===== src/rtl/cbus_rr_arbiter_if.sv =====
// CBus request/response types and the bundled CPU-side/memory-side bus used by cbus_rr_arbiter.
package cbus_pkg;
  typedef struct packed {
    logic        valid;
    logic        we;
    logic [31:0] addr;
    logic [31:0] wdata;
  } cbus_req_t;

  typedef struct packed {
    logic        ready;
    logic        last;
    logic [31:0] rdata;
  } cbus_resp_t;
endpackage

interface cbus_rr_arbiter_if #(
  parameter int NUM_INPUTS = 2
);
  import cbus_pkg::*;

  cbus_req_t  ireqs  [NUM_INPUTS];
  cbus_resp_t iresps [NUM_INPUTS];
  cbus_req_t  oreq;
  cbus_resp_t oresp;

  // slave: the arbiter itself; master: the environment driving requests and memory responses
  modport slave  (input ireqs, input oresp, output iresps, output oreq);
  modport master (output ireqs, output oresp, input iresps, input oreq);
endinterface


===== src/rtl/cbus_rr_arbiter.sv =====
// N-to-1 CBus arbiter (fixed priority or round-robin) with a per-transaction watchdog.
// Optional per-master grant counters are built when CBUS_ARB_PERF_EN is defined.
module cbus_rr_arbiter
  import cbus_pkg::*;
#(
  parameter int NUM_INPUTS  = 2,
  parameter int ROUND_ROBIN = 1,
  parameter int TIMEOUT     = 0,
  parameter int CNT_W       = 32,
  localparam int IDX_W      = (NUM_INPUTS > 1) ? $clog2(NUM_INPUTS) : 1
) (
  input  logic                    clk,
  input  logic                    reset,
  cbus_rr_arbiter_if.slave        bus,
  output logic                    busy,
  output logic [IDX_W-1:0]        grant_idx,
  output logic                    timeout_err
`ifdef CBUS_ARB_PERF_EN
  ,
  output logic [CNT_W-1:0]        perf_grants [NUM_INPUTS]
`endif
);

  localparam int TMR_W = (TIMEOUT > 0) ? $clog2(TIMEOUT + 1) : 1;

  typedef enum logic {
    IDLE,
    BUSY
  } state_t;

  state_t            state;
  state_t            state_next;
  logic [IDX_W-1:0]  grant_next;
  logic [IDX_W-1:0]  rr_ptr;
  logic [IDX_W-1:0]  rr_next;
  logic [IDX_W-1:0]  sel_idx;
  logic              sel_found;
  logic [TMR_W-1:0]  timer;
  logic [TMR_W-1:0]  timer_next;
  logic              terr_next;

  if (NUM_INPUTS < 1 || CNT_W < 1) begin : g_cfg_check
    $error("cbus_rr_arbiter: NUM_INPUTS and CNT_W must be at least 1");
  end

  // Search starts just after the last served master so a busy master cannot starve the others
  always_comb begin : select
    int               cand;
    logic [IDX_W-1:0] cand_idx;
    sel_found = 1'b0;
    sel_idx   = '0;
    cand      = 0;
    cand_idx  = '0;
    for (int k = 0; k < NUM_INPUTS; k++) begin
      if (ROUND_ROBIN != 0) begin
        cand = (int'(rr_ptr) + 1 + k) % NUM_INPUTS;
      end else begin
        cand = k;
      end
      cand_idx = IDX_W'(cand);
      if (!sel_found && bus.ireqs[cand_idx].valid) begin
        sel_found = 1'b1;
        sel_idx   = cand_idx;
      end
    end
  end

  always_comb begin : next_state
    state_next = state;
    grant_next = grant_idx;
    rr_next    = rr_ptr;
    timer_next = timer;
    terr_next  = 1'b0;
    case (state)
      IDLE: begin
        if (sel_found) begin
          state_next = BUSY;
          grant_next = sel_idx;
          timer_next = '0;
        end
      end
      BUSY: begin
        // A last beat wins over a watchdog expiry landing in the same cycle
        if (bus.oresp.last) begin
          state_next = IDLE;
          rr_next    = grant_idx;
        end else if (TIMEOUT > 0) begin
          if (timer == TMR_W'(TIMEOUT - 1)) begin
            state_next = IDLE;
            rr_next    = grant_idx;
            terr_next  = 1'b1;
          end else begin
            timer_next = timer + TMR_W'(1);
          end
        end
      end
      default: state_next = IDLE;
    endcase
  end

  always_comb begin : route
    bus.oreq   = '0;
    bus.iresps = '{default: '0};
    if (state == BUSY) begin
      bus.oreq              = bus.ireqs[grant_idx];
      bus.iresps[grant_idx] = bus.oresp;
    end
  end

  assign busy = (state == BUSY);

  always_ff @(posedge clk) begin : regs
    if (!reset) begin
      state       <= IDLE;
      grant_idx   <= '0;
      rr_ptr      <= IDX_W'(NUM_INPUTS - 1);
      timer       <= '0;
      timeout_err <= 1'b0;
    end else begin
      state       <= state_next;
      grant_idx   <= grant_next;
      rr_ptr      <= rr_next;
      timer       <= timer_next;
      timeout_err <= terr_next;
    end
  end

`ifdef CBUS_ARB_PERF_EN
  // Counters stick at all-ones rather than wrapping
  always_ff @(posedge clk) begin : perf
    if (!reset) begin
      for (int i = 0; i < NUM_INPUTS; i++) begin
        perf_grants[i] <= '0;
      end
    end else if (state == IDLE && sel_found && perf_grants[sel_idx] != '1) begin
      perf_grants[sel_idx] <= perf_grants[sel_idx] + CNT_W'(1);
    end
  end
`endif

endmodule


===== src/flat_wrapper.sv =====
// flat-port wrapper written by rule: the top's interface ports become plain ports
module cbus_rr_arbiter_flat import cbus_pkg::*;
#(
  parameter int NUM_INPUTS  = 2,
  parameter int ROUND_ROBIN = 1,
  parameter int TIMEOUT     = 0,
  parameter int CNT_W       = 32,
  localparam int IDX_W      = (NUM_INPUTS > 1) ? $clog2(NUM_INPUTS) : 1
)
  (clk, reset, busy, grant_idx, timeout_err, bus_ireqs, bus_oresp, bus_iresps, bus_oreq);
  cbus_rr_arbiter_if #(.NUM_INPUTS(NUM_INPUTS)) bus_i ();
  input  logic clk;
  input  logic reset;
  output logic busy;
  output logic [IDX_W-1:0] grant_idx;
  output logic timeout_err;
  input wire logic [$bits(bus_i.ireqs)-1:0] bus_ireqs;
  input wire logic [$bits(bus_i.oresp)-1:0] bus_oresp;
  output wire logic [$bits(bus_i.iresps)-1:0] bus_iresps;
  output wire logic [$bits(bus_i.oreq)-1:0] bus_oreq;
  assign bus_i.ireqs = {>>{bus_ireqs}};
  assign bus_i.oresp = bus_oresp;
  assign bus_iresps = {>>{bus_i.iresps}};
  assign bus_oreq = bus_i.oreq;
  cbus_rr_arbiter #(.NUM_INPUTS(NUM_INPUTS), .ROUND_ROBIN(ROUND_ROBIN), .TIMEOUT(TIMEOUT), .CNT_W(CNT_W)) u_core (.clk(clk), .reset(reset), .bus(bus_i), .busy(busy), .grant_idx(grant_idx), .timeout_err(timeout_err));
endmodule

===== config.mk =====
export PLATFORM = sky130hd
export DESIGN_NAME = cbus_rr_arbiter_flat
export DESIGN_NICKNAME = d
export VERILOG_FILES = /design/src/rtl/cbus_rr_arbiter_if.sv /design/src/rtl/cbus_rr_arbiter.sv /design/src/flat_wrapper.sv
export SDC_FILE = /design/constraint.sdc
export NUM_CORES = 1
export LEC_CHECK = 0
export ABC_AREA = 0
export CAP_MARGIN = 0
export CORE_AREA = 2 2 118 120
export CTS_BUF_LIST = sky130_fd_sc_hd__clkbuf_8 sky130_fd_sc_hd__clkbuf_16
export DETAILED_ROUTE_END_ITERATION = 16
export DIE_AREA = 0 0 120 122
export SLEW_MARGIN = 20
export SYNTH_ARGS = -nofsm -noshare
export SYNTH_HDL_FRONTEND = slang
export SYNTH_SLANG_ARGS = --single-unit

===== constraint.sdc =====
create_clock -name clk -period 2 [get_ports clk]
set_input_delay 0.2 -clock clk [delete_from_list [all_inputs] [get_ports clk]]
set_output_delay 0.2 -clock clk [all_outputs]
set_load 0.05 [all_outputs]

# ---- Yosys cells after proc, flatten, opt, wreduce, memory -nomap -nowiden
# Cells that the tools add are included.
dict set report totals {
  regBits 3
  latchBits 0
  mem_bits_rw 0
  rom_bits 0
  input_bits 168
  output_inout_bits 137
  word_cells 39
  n_memories 0
}
dict set report classes {
  n_addsub 2
  mul 0
  div 0
  order_cmp 4
  n_eq_ne 0
  shift 0
  n_mux 20
  bitwise_logic 5
  reduce_logical 5
}
# op count
set op_table {}
lappend op_table {{66-bit 2-to-1 mux} 10}
lappend op_table {{68-bit bitwise AND} 1}
lappend op_table {{68-bit 2-to-1 mux} 1}
lappend op_table {{34-bit demux with 1-bit select} 1}
lappend op_table {{34-bit 2-to-1 mux} 1}
lappend op_table {{2-bit greater-or-equal comparator, second input constant} 3}
lappend op_table {{1-bit 2-to-1 mux} 6}
lappend op_table {{1-bit NOT with 2-bit output} 3}
lappend op_table {{2-bit AND reduction} 2}
lappend op_table {{1-bit adder, second input constant} 2}
lappend op_table {{1-bit logical AND} 2}
lappend op_table {{2-bit by 1-bit less-than comparator with 1-bit output, second input constant} 1}
lappend op_table {{1-bit case mux with 2 select lines} 1}
lappend op_table {{1-bit zero test} 1}
lappend op_table {{1-bit NOT} 1}

# ---- Logic depth before layout (Yosys ltp)
dict set report depth {
  word_depth 11
  depth_mapped 5
  depth_no_buf 3
}

# ---- Worst setup path after synthesis
# No wires, ideal clock.
dict set report synth_path {
  path_type {register to output}
  from {register u_core.grant_idx}
  to {output bus_oreq[13]}
  arrival_time_ns 1.893
  required_time_ns 1.800
  slack_ns -0.093
  path_stages_with_launch 6
  n_path_buf 3
  path_cell_list {dfxtp_1 buf_4 buf_12 buf_12 mux2i_1 nor2b_1}
}
dict set report synth_via {
  elab_chain_len 5
}
# item line_no
set synth_lines {}
lappend synth_lines {{start: declaration} cbus_rr_arbiter.sv:16} ;# output logic [IDX_W-1:0] grant_idx,
lappend synth_lines {{start signal: assignment} cbus_rr_arbiter.sv:121} ;# grant_idx <= grant_next;
lappend synth_lines {{1-bit NOT with 2-bit output (implied by the code)} cbus_rr_arbiter.sv:105} ;# bus.oreq = bus.ireqs[grant_idx];
lappend synth_lines {{66-bit 2-to-1 mux (implied by the code) (3 in series)} cbus_rr_arbiter.sv:105}
lappend synth_lines {{66-bit 2-to-1 mux} cbus_rr_arbiter.sv:104} ;# if (state == BUSY) begin
lappend synth_lines {{end: declaration} flat_wrapper.sv:20} ;# output wire logic [$bits(bus_i.oreq)-1:0] bus_oreq;
# Every way passes these cells. The select of a mux whose other input is x is not followed.

# ---- Worst setup path in the final report
dict set report layout_path {
  from {register u_core.grant_idx}
  to {output bus_oreq[25]}
}
# Same word-level chain as after synthesis.

==> impl_metrics.py <==
metrics = {
    "synth": {
        "syn_nets": 409,
        "ys_seq_area_share_pct": 3.26,
        "ys_ff_latch": 3,
        "syn_inst": 241,
        "ys_types": 20,
        "yosysWarnings": 0,
        "netlist_area_um2": 1840,
        "syn_avg_cell_area_um2": 7.64,
    },
    "floorplan": {
        "die_y_um": 122,
        "core_area_um2": 13500,
        "initial_core_util_pct": 13.6,
        "rows": 43,
        "io_pins": 305,
        "die_width_um": 120,
        "die-area_um2": 14600,
    },
    "clocking": {
        "cts_hold_buf": 0,
        "cts_resized": 0,
        "cts.htree.levels": 1,
        "root_buffer": "clkbuf_16",
        "numCtsBuffers": 3,
        "cts.sinks": 3,
        "clockBufferDepth": 2,
        "insertion_delay_ps": 220,
        "cts_tree": "done",
        "path_clk_slew_ps": 30,
        "cts_setup_buffers": 0,
    },
    "min_path": {
        "hold_class": "register to register",
    },
    "timing": {
        "worst_slack_ps": 194,
        "finalSetupViolCount": 0,
        "rsz0062_at_grt": "no",
        "fmax_mhz": 554,
        "finalMaxSlewViolations": 0,
        "worst_hold_slack_ps": 482,
        "setup_tns_ps": 0,
        "skew_ps": 0.742,
        "hold_violations": 0,
        "fin_crit_sh_pct": 90.3,
        "layout_min_cycle_time_ps": 1810,
    },
    "final_layout": {
        "layout_commonest_cell": "clkdlybuf4s50_1",
        "antenna_cells": 0,
        "design_area_um2": 6610,
        "layout.nets": 702,
        "syn2layout_area_growth_pct": 259,
        "final_cell_mix": "clkdlybuf4s50_1 (167), buf_12 (139), mux2i_1 (66)",
        "drive_gt1_share_pct": 40.5,
    },
    "critical_path": {
        "critPathArrivalTime_ps": 1610,
        "path_class": "register to output port",
        "end_kind": "output port",
        "crit_top_cell": "buf_12",
        "startpoint_type": "register",
        "slowest_delay_ps": 600,
        "crit_chain": "buf_12 > mux2i_1 > nor2b_2 > buf_12",
        "cp_max_fo": 22,
        "cp_data_required_time_ps": 1800,
        "cp_slowest_cell": "dfxtp_4",
    },
    "flow_run": {
        "max_cap_viol_count": 0,
    },
    "routing": {
        "wl_mm": 11.2,
        "drc": 0,
        "viasPerCell": 3.97,
        "vias": 2829,
        "avgRoutedWirePerCell_um": 15.7,
        "drt_iter0_drc": 74,
        "dr.pass1.iters": 4,
        "postRouteAntennaNets": 0,
    },
    "global_route": {
        "overflow": 0,
        "grt_use_total_pct": 14.1,
        "grt_pass1_wl_mm": 16.8,
        "grt_max_degree": 77,
        "antenna_found_initial": 0,
        "grt_pass1_vias": 2930,
    },
    "power_and_ir_drop": {
        "p_leak_nw": 2.64,
        "powerDensity_nw_per_um2": 369,
        "finalPower_mw": 2.44,
        "ir_drop_uv": 250,
    },
    "placed_design": {
        "hpwl_mm": 9.60,
        "io_buffer_count": 303,
        "gp_congestion": 0.852,
        "placed_cell_area_um2": 6530,
        "dp_slack_ps": 405,
    },
    "status": {
        "status": "finished clean",
    },
}
synth_stat cells, drive strengths merged:
cell | n | area (um^2)
nor2b | 67 | 422
mux2i | 66 | 661
and3 | 34 | 213
and2 | 33 | 206
clkbuf | 15 | 62.6
buf | 12 | 160
dfxtp | 3 | 60.1
nand2 | 3 | 11.3
a21boi | 1 | 7.51
a21oi | 1 | 5.00
conb | 1 | 3.75
inv | 1 | 3.75
nand3b | 1 | 7.51
nor2 | 1 | 3.75
o21ai | 1 | 5.00
o311a | 1 | 10.0
registers in the layout, summed over array words and instances, names as in the netlist:
name	cells
u_core.busy	1
u_core.grant_idx	1
u_core.rr_ptr	1
per-stage QoR:
| step | cells | utilization [%] |
|---|---|---|
| 5_1_grt | 713 | 48.9 |
| 6_report | 713 | 48.9 |
| 2_1_floorplan | 241 | - |
| 4_1_cts | 713 | 48.9 |
| 3_3_place_gp | 709 | 48.3 |
| 3_5_place_dp | 709 | 48.3 |
layout make-up:
| cell class | instances | area, um^2 |
|---|---|---|
| Clock buffer | 3 | 75.1 |
| Clock inverter | 1 | 3.75 |
| Fill cell | 1207 | 6900 |
| Inverter | 1 | 3.75 |
| Multi-Input combinational cell | 210 | 1710 |
| Sequential cell | 3 | 65.1 |
| Tap cell | 180 | 225 |
| Timing Repair Buffer | 315 | 4520 |
cell families after synthesis:
| family | Yosys count | synth area share (%) |
|---|---|---|
| AND/OR/NAND/NOR | 139 | 46.9 |
| AO/OA/AOI/OAI | 4 | 1.49 |
| multiplexers | 66 | 35.9 |
| buffers and inverters | 28 | 12.3 |
| other | 1 | 0.204 |
| flip-flops | 3 | 3.26 |
worst max-delay path, delay by kind of cell, from the launching register on:
family / cells / cell delay (ps)
buffers and inverters: 2 / 400
DFF: 1 / 600
muxes: 1 / 280
and+or+nand+nor: 1 / 90
per-layer routing:
layer | global-route usage (%) | share of wire, % | vias up
met2 | 27.0 | 54 | 138
met3 | 2.76 | 7.1 | 9
met1 | 16.7 | 38 | 1291
met5 | 0 | 0 | -
met4 | 1.62 | 0.90 | 0
li1 | - | - | 1391
final timing paths:
| kind | cells past startpoint | slack, ps | endpoint | start |
|---|---|---|---|---|
| max | 4 | 190 | bus_oreq[25] | u_core.grant_idx$_SDFFE_PN0P_ |
| min | 2 | 480 | u_core.rr_ptr$_SDFFE_PN1P_ | u_core.rr_ptr$_SDFFE_PN1P_ |
| max reg2reg | 4 | 720 | u_core.rr_ptr$_SDFFE_PN1P_ | u_core.grant_idx$_SDFFE_PN0P_ |
| min reg2reg | 2 | 480 | u_core.rr_ptr$_SDFFE_PN1P_ | u_core.rr_ptr$_SDFFE_PN1P_ |
where the power goes:
group          switching (mW)  leakage, nW  total, mW  internal [mW]
clock network          0.0525       0.0423      0.310          0.258
logic                   0.969         2.58       2.04           1.07
registers              0.0186       0.0257     0.0839         0.0652
total                    1.04         2.64       2.44           1.40
(Power assumes the default switching activity.)
